--- src/rtl/pipe_ctrl_pkg.sv ---
// Shared types and stall/flush encodings for the pipeline stall/flush sequencer.
// Each encoding is built from stage bit indices so the bit order lives in one place.
package pipe_ctrl_pkg;

    typedef enum logic [1:0] {
        RUN      = 2'd0,
        MEM_WAIT = 2'd1,
        EX_WAIT  = 2'd2
    } ctrl_state_e;

    localparam int PC_B    = 0;
    localparam int IFID_B  = 1;
    localparam int IDEX_B  = 2;
    localparam int EXMEM_B = 3;
    localparam int MEMWB_B = 4;

    function automatic logic [4:0] stage_mask(input logic pc, input logic ifid,
                                              input logic idex, input logic exmem,
                                              input logic memwb);
        logic [4:0] m;
        m          = '0;
        m[PC_B]    = pc;
        m[IFID_B]  = ifid;
        m[IDEX_B]  = idex;
        m[EXMEM_B] = exmem;
        m[MEMWB_B] = memwb;
        return m;
    endfunction

    localparam logic [4:0] STALL_MEM = stage_mask(1'b1, 1'b1, 1'b1, 1'b1, 1'b0);
    localparam logic [4:0] FLUSH_MEM = stage_mask(1'b0, 1'b0, 1'b0, 1'b0, 1'b1);
    localparam logic [4:0] STALL_EX  = stage_mask(1'b1, 1'b1, 1'b1, 1'b0, 1'b0);
    localparam logic [4:0] FLUSH_EX  = stage_mask(1'b0, 1'b0, 1'b0, 1'b1, 1'b0);
    localparam logic [4:0] FLUSH_EXC = stage_mask(1'b0, 1'b1, 1'b1, 1'b1, 1'b0);
    localparam logic [4:0] FLUSH_BR  = stage_mask(1'b0, 1'b1, 1'b1, 1'b0, 1'b0);
    localparam logic [4:0] STALL_LU  = stage_mask(1'b1, 1'b1, 1'b0, 1'b0, 1'b0);
    localparam logic [4:0] FLUSH_LU  = stage_mask(1'b0, 1'b0, 1'b1, 1'b0, 1'b0);
    localparam logic [4:0] FLUSH_RST = stage_mask(1'b0, 1'b1, 1'b1, 1'b1, 1'b1);

endpackage

--- src/rtl/pipe_ctrl_hazard_detect.sv ---
// Load-use compare: the load in EX writes a register that the instruction in ID reads.
// x0 is never a real dependency.
module hazard_detect (
    input  logic       i_rs1_en,
    input  logic [4:0] i_rs1_addr,
    input  logic       i_rs2_en,
    input  logic [4:0] i_rs2_addr,
    input  logic       i_ex_rw_en,
    input  logic [4:0] i_ex_rw_addr,
    input  logic       i_ex_is_load,
    output logic       o_load_use
);

    logic w_rs1_hit;
    logic w_rs2_hit;

    assign w_rs1_hit  = i_rs1_en && (i_rs1_addr == i_ex_rw_addr);
    assign w_rs2_hit  = i_rs2_en && (i_rs2_addr == i_ex_rw_addr);
    assign o_load_use = i_ex_is_load && i_ex_rw_en && (i_ex_rw_addr != 5'd0)
                        && (w_rs1_hit || w_rs2_hit);

endmodule

--- src/rtl/pipe_ctrl.sv ---
// Central stall/flush sequencer for the 5-stage core: prioritises hazards, tracks
// LSU wait time with a timeout pulse, and counts PC-stall cycles.
module pipe_ctrl
    import pipe_ctrl_pkg::*;
#(
    parameter int MEM_TIMEOUT = 256,
    parameter int CNT_W       = 32
) (
    input  logic             clk,
    input  logic             rst,
    input  logic             id_rs1_en,
    input  logic [4:0]       id_rs1_addr,
    input  logic             id_rs2_en,
    input  logic [4:0]       id_rs2_addr,
    input  logic             ex_rw_en,
    input  logic [4:0]       ex_rw_addr,
    input  logic             ex_is_load,
    input  logic             ex_busy,
    input  logic             mem_req,
    input  logic             mem_ready,
    input  logic             branch_taken,
    input  logic             exc_valid,
    output logic [4:0]       stall,
    output logic [4:0]       flush,
    output logic [1:0]       ctrl_state,
    output logic             mem_timeout,
    output logic [CNT_W-1:0] stall_cnt
);

    localparam int WAIT_W = (MEM_TIMEOUT > 1) ? $clog2(MEM_TIMEOUT) : 1;
    localparam logic [WAIT_W-1:0] WAIT_LAST = WAIT_W'(MEM_TIMEOUT - 1);

    ctrl_state_e       r_state;
    logic [WAIT_W-1:0] r_wait_cnt;
    logic              r_timeout;
    logic [CNT_W-1:0]  r_stall_cnt;

    logic              w_load_use;
    logic              w_mem_wait;
    logic [4:0]        w_stall;
    logic [4:0]        w_flush;
    logic [4:0]        w_stall_eff;
    ctrl_state_e       w_next;

    hazard_detect u_hazard_detect (
        .i_rs1_en     (id_rs1_en),
        .i_rs1_addr   (id_rs1_addr),
        .i_rs2_en     (id_rs2_en),
        .i_rs2_addr   (id_rs2_addr),
        .i_ex_rw_en   (ex_rw_en),
        .i_ex_rw_addr (ex_rw_addr),
        .i_ex_is_load (ex_is_load),
        .o_load_use   (w_load_use)
    );

    // A taken branch under an active wait is dropped here; EX is held, so it returns later.
    always_comb begin
        w_stall    = '0;
        w_flush    = '0;
        w_next     = RUN;
        w_mem_wait = 1'b0;
        if (exc_valid) begin
            w_flush = FLUSH_EXC;
        end else if (mem_req && !mem_ready) begin
            w_stall    = STALL_MEM;
            w_flush    = FLUSH_MEM;
            w_next     = MEM_WAIT;
            w_mem_wait = 1'b1;
        end else if (ex_busy) begin
            w_stall = STALL_EX;
            w_flush = FLUSH_EX;
            w_next  = EX_WAIT;
        end else if (branch_taken) begin
            w_flush = FLUSH_BR;
        end else if (w_load_use) begin
            w_stall = STALL_LU;
            w_flush = FLUSH_LU;
        end
    end

    assign w_stall_eff = rst ? (w_stall & ~w_flush) : 5'b00000;
    assign stall       = w_stall_eff;
    assign flush       = rst ? w_flush : FLUSH_RST;
    assign ctrl_state  = r_state;
    assign mem_timeout = r_timeout;
    assign stall_cnt   = r_stall_cnt;

    always_ff @(posedge clk or negedge rst) begin
        if (!rst) begin
            r_state     <= RUN;
            r_wait_cnt  <= '0;
            r_timeout   <= 1'b0;
            r_stall_cnt <= '0;
        end else begin
            r_state   <= w_next;
            r_timeout <= w_mem_wait && (r_wait_cnt == WAIT_LAST);
            // The wait counter wraps on timeout and the wait simply continues.
            if (w_mem_wait && (r_wait_cnt != WAIT_LAST)) begin
                r_wait_cnt <= r_wait_cnt + 1'b1;
            end else begin
                r_wait_cnt <= '0;
            end
            if (w_stall_eff[PC_B] && (r_stall_cnt != '1)) begin
                r_stall_cnt <= r_stall_cnt + 1'b1;
            end
        end
    end

endmodule

--- config.mk ---
export PLATFORM = sky130hd
export DESIGN_NAME = pipe_ctrl
export DESIGN_NICKNAME = d
export VERILOG_FILES = /design/src/rtl/pipe_ctrl_pkg.sv /design/src/rtl/pipe_ctrl_hazard_detect.sv /design/src/rtl/pipe_ctrl.sv
export SDC_FILE = /design/constraint.sdc
export NUM_CORES = 1
export LEC_CHECK = 0
export ABC_AREA = 1
export CAP_MARGIN = 10
export CORE_UTILIZATION = 56
export CTS_BUF_LIST = sky130_fd_sc_hd__clkbuf_2 sky130_fd_sc_hd__clkbuf_4 sky130_fd_sc_hd__clkbuf_8
export CTS_CLUSTER_DIAMETER = 40
export DETAILED_ROUTE_END_ITERATION = 12
export PLACE_DENSITY = 0.95
export REMOVE_ABC_BUFFERS = 1
export SLEW_MARGIN = 10
export SYNTH_ARGS = -nofsm -noshare
export SYNTH_HDL_FRONTEND = slang
export SYNTH_SLANG_ARGS = --single-unit
--- constraint.sdc ---
create_clock -name clk -period 2.86 [get_ports clk]
set_input_delay 0.572 -clock clk [delete_from_list [all_inputs] [get_ports clk]]
set_output_delay 0.572 -clock clk [all_outputs]
set_load 0.1 [all_outputs]
==> reports/metrics.yaml, run 1 <==
grt:
  grt_pass1_wl_um: 13100
  grt_max_degree: 44
  track_usage_pct: 30.69
  grt.overflow.total: 0
  grt_pass1_vias: 2974
  antenna_found_initial: 0
clocking:
  h-tree-depth: 2
  clock-root-buffer: "clkbuf_8"
  cts_buffers: 5
  cts_sinks: 43
  post_cts_buffers: 0
  ctsHoldBuffers: 0
  cts_resized: 0
  cts_tree: "done"
  clockBufferDepth: 2
  path_clk_slew_ns: 0.09
  clk_latency_ns: 0.30
floorplan:
  fp.coreArea_mm2: 0.005075
  die_h_um: 74.57
  io_pins: 71
  initial_core_util_pct: 58.11
  die_area_mm2: 0.005561
  rows: 26
  die_w_um: 74.57
sta:
  finalWorstSetupSlack_ns: 0.1242
  min_period_ns: 2.736
  finalHoldViolations: 0
  worst_slew_pin_slew_ns: 0.5246
  rsz0062_at_grt: "no"
  period_share_pct: 95.66
  slew_violations: 0
  fmax_mhz: 365.5
  final.setup_skew_ns: 0.002885
  setup_viol: 0
  slew_headroom_pct: 65.02
pwr:
  p_seq_share_pct: 43.7
  intPower_uw: 935.5
  power.switching_uw: 624.5
  p_leak_nw: 1.976
  powerDensity_mw_per_mm2: 413.8
  irDropWorstVdd_v: 0.0004107
  p_clk_share_pct: 25.8
  power_frac_comb_pct: 30.4
  switching_share_pct: 40.03
synth:
  synth_ff_type: "dfrtp_1"
  syn_area_mm2: 0.002949
  ys_types: 26
  syn_avg_cell_area_um2: 6.369
  synth_area_leader_cell: "dfrtp_1"
  postSynthCellCount: 463
  yosys_warnings: 0
  yosysTopAreaCellShare_pct: 36.49
  async_reset_ff_share_pct: 100.0
  synth_area_leaders: "dfrtp_1 (36%), nand2_1 (24%), nand3_1 (8.5%)"
  synth_seq_cells: 43
  synth_enable_flop_cells: 0
  synth.yosys.seq_area_share_pct: 36.49
run:
  maxCapViolCount: 0
finish:
  synthToLayoutAreaGrowth_pct: 27.83
  regArea_mm2: 0.001076
  drive_gt1_share_pct: 11.78
  layout_common_cells: "nand2_1 (189), nor2_1 (62), inv_1 (53)"
  nFillCells: 411
  fin_area_mm2: 0.003770
  diodes: 0
  layout.nets: 562
  multi_input_area_mm2: 0.001602
  final_common_cell: "nand2_1"
detailed_routing:
  route.detailed.drc: 0
  drtIter0Drc: 216
  drt_wl_total_um: 7873
  viasPerCell: 5.155
  num_vias: 3119
  wl_per_cell_um: 13.01
  postRouteAntennaNets: 0
  drt_first_pass_iters: 5
placed_design:
  hpwlAfterDp_um: 6217
  gp_congestion: 0.9737
  io_buffer_count: 68
  pre_cts_slack_ns: 0.1517
  placed_cell_area_mm2: 0.003677
worst_setup_path:
  path_class: "input port to output port"
  crit_path_end_kind: "output port"
  crit_required_ns: 2.29
  crit_fanout: 4
  crit_path_start_kind: "input port"
  worst_ep_arrival_time_ns: 2.16
status:
  status: "complete, no violations"
hold_path:
  hold_path_class: "input port to asynchronous set/reset pin"
==> per-stage QoR <==
stage	hold slack (ns)	util (%)	TNS, ns	total power, mW	std cells
after floorplan	0.2764	-	-53.55	1.007	453
final	0.4156	74.29	0	1.560	605
after detailed placement	0.4569	72.46	0	1.167	597
after global placement	0.4402	72.46	0	1.154	597
after CTS	0.4393	74.29	0	1.565	605
after global routing	0.4696	74.29	0	1.617	605
==> worst max-delay path, stage by stage <==
cell and delay (ns):
clkdlybuf4s50_1 0.54, inv_1 0.09, nand2_1 0.09, nand2_1 0.07
nor2_1 0.09, nand3_1 0.08, nand2_1 0.09, nand3_1 0.08
nand2_1 0.24, buf_12 0.22
==> routing by layer <==
layer / global-route usage, % / vias up / part of all wire (%)
met1: 36.59 / 1432 / 42
met3: 7.724 / 18 / 5.8
met2: 53.95 / 100 / 49
met5: 0 / - / 0
li1: - / 1569 / -
met4: 9.853 / 0 / 2.4
==> final timing paths <==
kind | start | endpoint | slack, ns | depth (start not counted)
setup / recovery | ex_rw_addr[1] | stall[1] | 0.12 | 10
hold / removal | rst | ctrl_state[0] | 0.42 | 2
setup reg to reg | stall_cnt[0] | stall_cnt[7] | 0.39 | 10
hold reg to reg | r_wait_cnt[0] | r_wait_cnt[0] | 0.46 | 1
max in group asynchronous | rst | stall_cnt[15] | 2.08 | 2
min in group clk | r_wait_cnt[0] | r_wait_cnt[0] | 0.46 | 1
==> logic make-up after synthesis <==
group | after synthesis | share of synthesized area [%]
AO/OA/AOI/OAI | 3 | 0.6789
XOR/XNOR | 18 | 5.346
adder cells (fa/ha/maj) | 2 | 0.8484
buffers and inverters | 64 | 9.334
flip-flops | 43 | 36.49
other | 1 | 0.1272
AND/OR/NAND/NOR | 332 | 47.18
==> flip-flops by register name, summed over array words and instances, names as in the netlist <==
register and flops:
ctrl_state 2, stall_cnt 32, mem_timeout 1, r_wait_cnt 8
==> power by group through the flow <==
stage | Sequential (mW) | Clock [mW] | Combinational [mW]
3_3_place_gp | 0.688 | 0 | 0.466
5_1_grt | 0.686 | 0.430 | 0.502
4_1_cts | 0.680 | 0.409 | 0.476
3_5_place_dp | 0.692 | 0 | 0.475
6_report | 0.682 | 0.403 | 0.475
2_1_floorplan | 0.854 | 0 | 0.153
==> final cells by class <==
class / instances / share of cell area, %
Clock buffer: 5 / 1.825
Clock inverter: 3 / 0.6306
Inverter: 53 / 5.277
Multi-Input combinational cell: 357 / 42.48
Sequential cell: 43 / 28.54
Tap cell: 70 / 2.323
Timing Repair Buffer: 74 / 18.92
==> synthesized netlist by cell type, drive strengths merged (2+ instances only) <==
cell and instances:
clkbuf 2, nor3 14, nor2 63, dfrtp 43, nor3b 2, buf 9
nand3 51, nand2 190, xor2 12, inv 53, xnor2 6, nand3b 4
nand4 6, ha 2
No activity file was read; power rests on OpenSTA's default activity.
==> inputs of run 2 (changes only) <==
--- a/config.mk
+++ b/config.mk
@@ -7,6 +7,7 @@
 export LEC_CHECK = 0
 export ABC_AREA = 1
 export CAP_MARGIN = 10
+export CORE_MARGIN = 4
 export CORE_UTILIZATION = 56
 export CTS_BUF_LIST = sky130_fd_sc_hd__clkbuf_2 sky130_fd_sc_hd__clkbuf_4 sky130_fd_sc_hd__clkbuf_8
 export CTS_CLUSTER_DIAMETER = 40
==> run 2 against run 1 <==
  * Die area is 17% higher
  * First-iteration DRC count is 1.4% higher
  * Cell area is 0.27% higher
  * Sequential cell count stayed put
  * Critical endpoint is now flush[2]
  * Largest power group unchanged
  * Highest routed layer unchanged
==> reports/metrics.yaml, run 2 (synthesized netlist as in run 1, its figures left out) <==
status:
  status: "complete, no violations"
worst_setup_path:
  crit_path_start_kind: "input port"
  crit_required_ns: 2.29  # about the same
  worst_ep_arrival_time_ns: 2.10  # -0.06 ns
  crit_fanout: 3  # -1
  crit_path_end_kind: "output port"
  worst-path-buf-inv: 3  # unchanged
  path_cells: "clkdlybuf4s50_1 -> inv_1 -> nor2_1 -> nor2_1 -> nor2_2 -> nor2_1 -> a31o_2 -> buf_12"
  slowest_stage: "clkdlybuf4s50_1"
  path_class: "input port to output port"
  cpPeakStageDelay_ns: 0.45  # -0.09 ns
  critical_path.top_delay_family: "buffers and inverters"
  crit_path_frequent_cell: "nor2_1"
sta:
  worst_slew_pin_slew_ns: 0.5547  # +0.03010 ns
  rsz0062_at_grt: "no"
  slew_violations: 0  # unchanged
  finalHoldViolations: 0  # unchanged
  min_period_ns: 2.674  # -0.06158 ns
  final.setup_skew_ns: 0.006180  # +0.003295 ns
  period_share_pct: 93.50  # -2.2 points
  slew_headroom_pct: 62.73  # -2.3 points
  finalWorstSetupSlack_ns: 0.1858  # +0.06158 ns
  fmax_mhz: 373.9  # +2.3%
  holdWs_ns: 0.3580  # -0.05760 ns
  setup_viol: 0  # unchanged
hold_path:
  hold_path_class: "input port to asynchronous set/reset pin"
finish:
  fin_util_pct: 74.01  # -0.28 points
  largest_register_ffs: 32  # unchanged
  drive_gt1_share_pct: 12.13  # +0.35 points
  layout_common_cells: "nand2_1 (189), nor2_1 (61), inv_1 (53)"
  final_common_cell: "nand2_1"
  synthToLayoutAreaGrowth_pct: 28.17
  layout.nets: 563  # +0.18%
  diodes: 0  # unchanged
clocking:
  h-tree-depth: 2  # unchanged
  path_clk_slew_ns: 0.09  # about the same
  clockBufferDepth: 2  # unchanged
  cts_sinks: 43  # unchanged
  ctsHoldBuffers: 0  # unchanged
  clock-root-buffer: "clkbuf_8"
  post_cts_buffers: 0  # unchanged
  cts_resized: 0  # unchanged
  clk_latency_ns: 0.30  # about the same
  cts_buffers: 5  # unchanged
  cts_tree: "done"
pwr:
  power.total_mw: 1.557  # -0.20%
  p_leak_nw: 1.979  # +0.16%
  irDropWorstVdd_v: 0.0005113  # +24%
  powerDensity_mw_per_mm2: 411.9  # -0.47%
detailed_routing:
  drt_wl_total_um: 8026  # +1.9%
  postRouteAntennaNets: 0  # unchanged
  num_vias: 3156  # +1.2%
  viasPerCell: 5.208  # +1.0%
  route.detailed.drc: 0  # unchanged
  wl_per_cell_um: 13.24  # +1.8%
  drt_first_pass_iters: 5  # unchanged
  drtIter0Drc: 219  # +1.4%
grt:
  grt.overflow.total: 0  # unchanged
  grt_pass1_wl_um: 13390  # +2.2%
  track_usage_pct: 26.47  # -4.2 points
  antenna_found_initial: 0  # unchanged
  grt_max_degree: 45  # +2.3%
  grt_pass1_vias: 2971  # -0.10%
floorplan:
  fp.coreArea_mm2: 0.005107  # +0.64%
  initial_core_util_pct: 57.74  # -0.37 points
  die_w_um: 80.57  # +8.0%
  io_pins: 71  # unchanged
  die_area_mm2: 0.006492  # +17%
  rows: 26  # unchanged
  die_h_um: 80.57  # +8.0%
placed_design:
  hpwlAfterDp_um: 6423  # +3.3%
  pre_cts_slack_ns: 0.08222  # -0.06950 ns
  gp_congestion: 0.9514  # -2.3%
  io_buffer_count: 68  # unchanged
run:
  maxCapViolCount: 0  # unchanged
[run 2: cell count changes in the layout (fill, tap and decap cells not counted), sizes merged]
| cell | before | now |
|---|---|---|
| buf | 50 | 51 |
[run 2: where the power goes]
part	leakage [nW]	switching (mW)	internal [mW]	total, mW
clock	0.0408	0.230	0.175	0.405
sequential	0.594	0.0457	0.632	0.677
combinational	1.34	0.346	0.129	0.475
[run 2: path summary, 6_finish.rpt]
check	startpoint	end	slack, ns	cells after the start
worst max-delay path	mem_req	flush[2]	0.19	8
worst min-delay path	rst	stall_cnt[7]	0.36	2
worst max register to register	stall_cnt[0]	stall_cnt[26]	0.60	10
worst min register to register	r_wait_cnt[0]	r_wait_cnt[0]	0.46	1
max in group asynchronous	rst	stall_cnt[28]	2.14	2
min in group clk	r_wait_cnt[0]	r_wait_cnt[0]	0.46	1
[run 2: layer usage]
| layer | track usage [%] | vias up | part of all wire [%] |
|---|---|---|---|
| li1 | - | 1580 | - |
| met1 | 31.49 | 1438 | 41 |
| met2 | 47.68 | 123 | 50 |
| met3 | 6.726 | 15 | 7.9 |
| met4 | 5.743 | 0 | 1.3 |
| met5 | 0 | - | 0 |
[run 2: cell type report]
type / count / area, um2
flip-flops and latches: 43 / 1076
inverters: 53 / 198.9
repair buffers: 75 / 720.7
clock inverters: 3 / 23.77
fillers: 410 / 1328
clock buffers: 5 / 68.82
well taps: 70 / 87.58
multi-input cells: 357 / 1604
[run 2: worst reg2reg max path, delay by kind of cell (launching register included)]
| kind | cells | cell delay, ns |
|---|---|---|
| adder cells (fa/ha/maj) | 1 | 0.29 |
| flip-flops | 1 | 0.51 |
| AND/OR/NAND/NOR | 8 | 1.24 |
| buffers and inverters | 1 | 0.10 |
[run 2: per-stage QoR]
| stage | TNS [ns] | area, um2 | cells |
|---|---|---|---|
| 2_1_floorplan | -53.55 | 2877 | 453 |
| 3_3_place_gp | 0 | 3685 | 598 |
| 3_5_place_dp | 0 | 3685 | 598 |
| 4_1_cts | 0 | 3777 | 606 |
| 5_1_grt | 0 | 3780 | 606 |
| 6_report | 0 | 3780 | 606 |
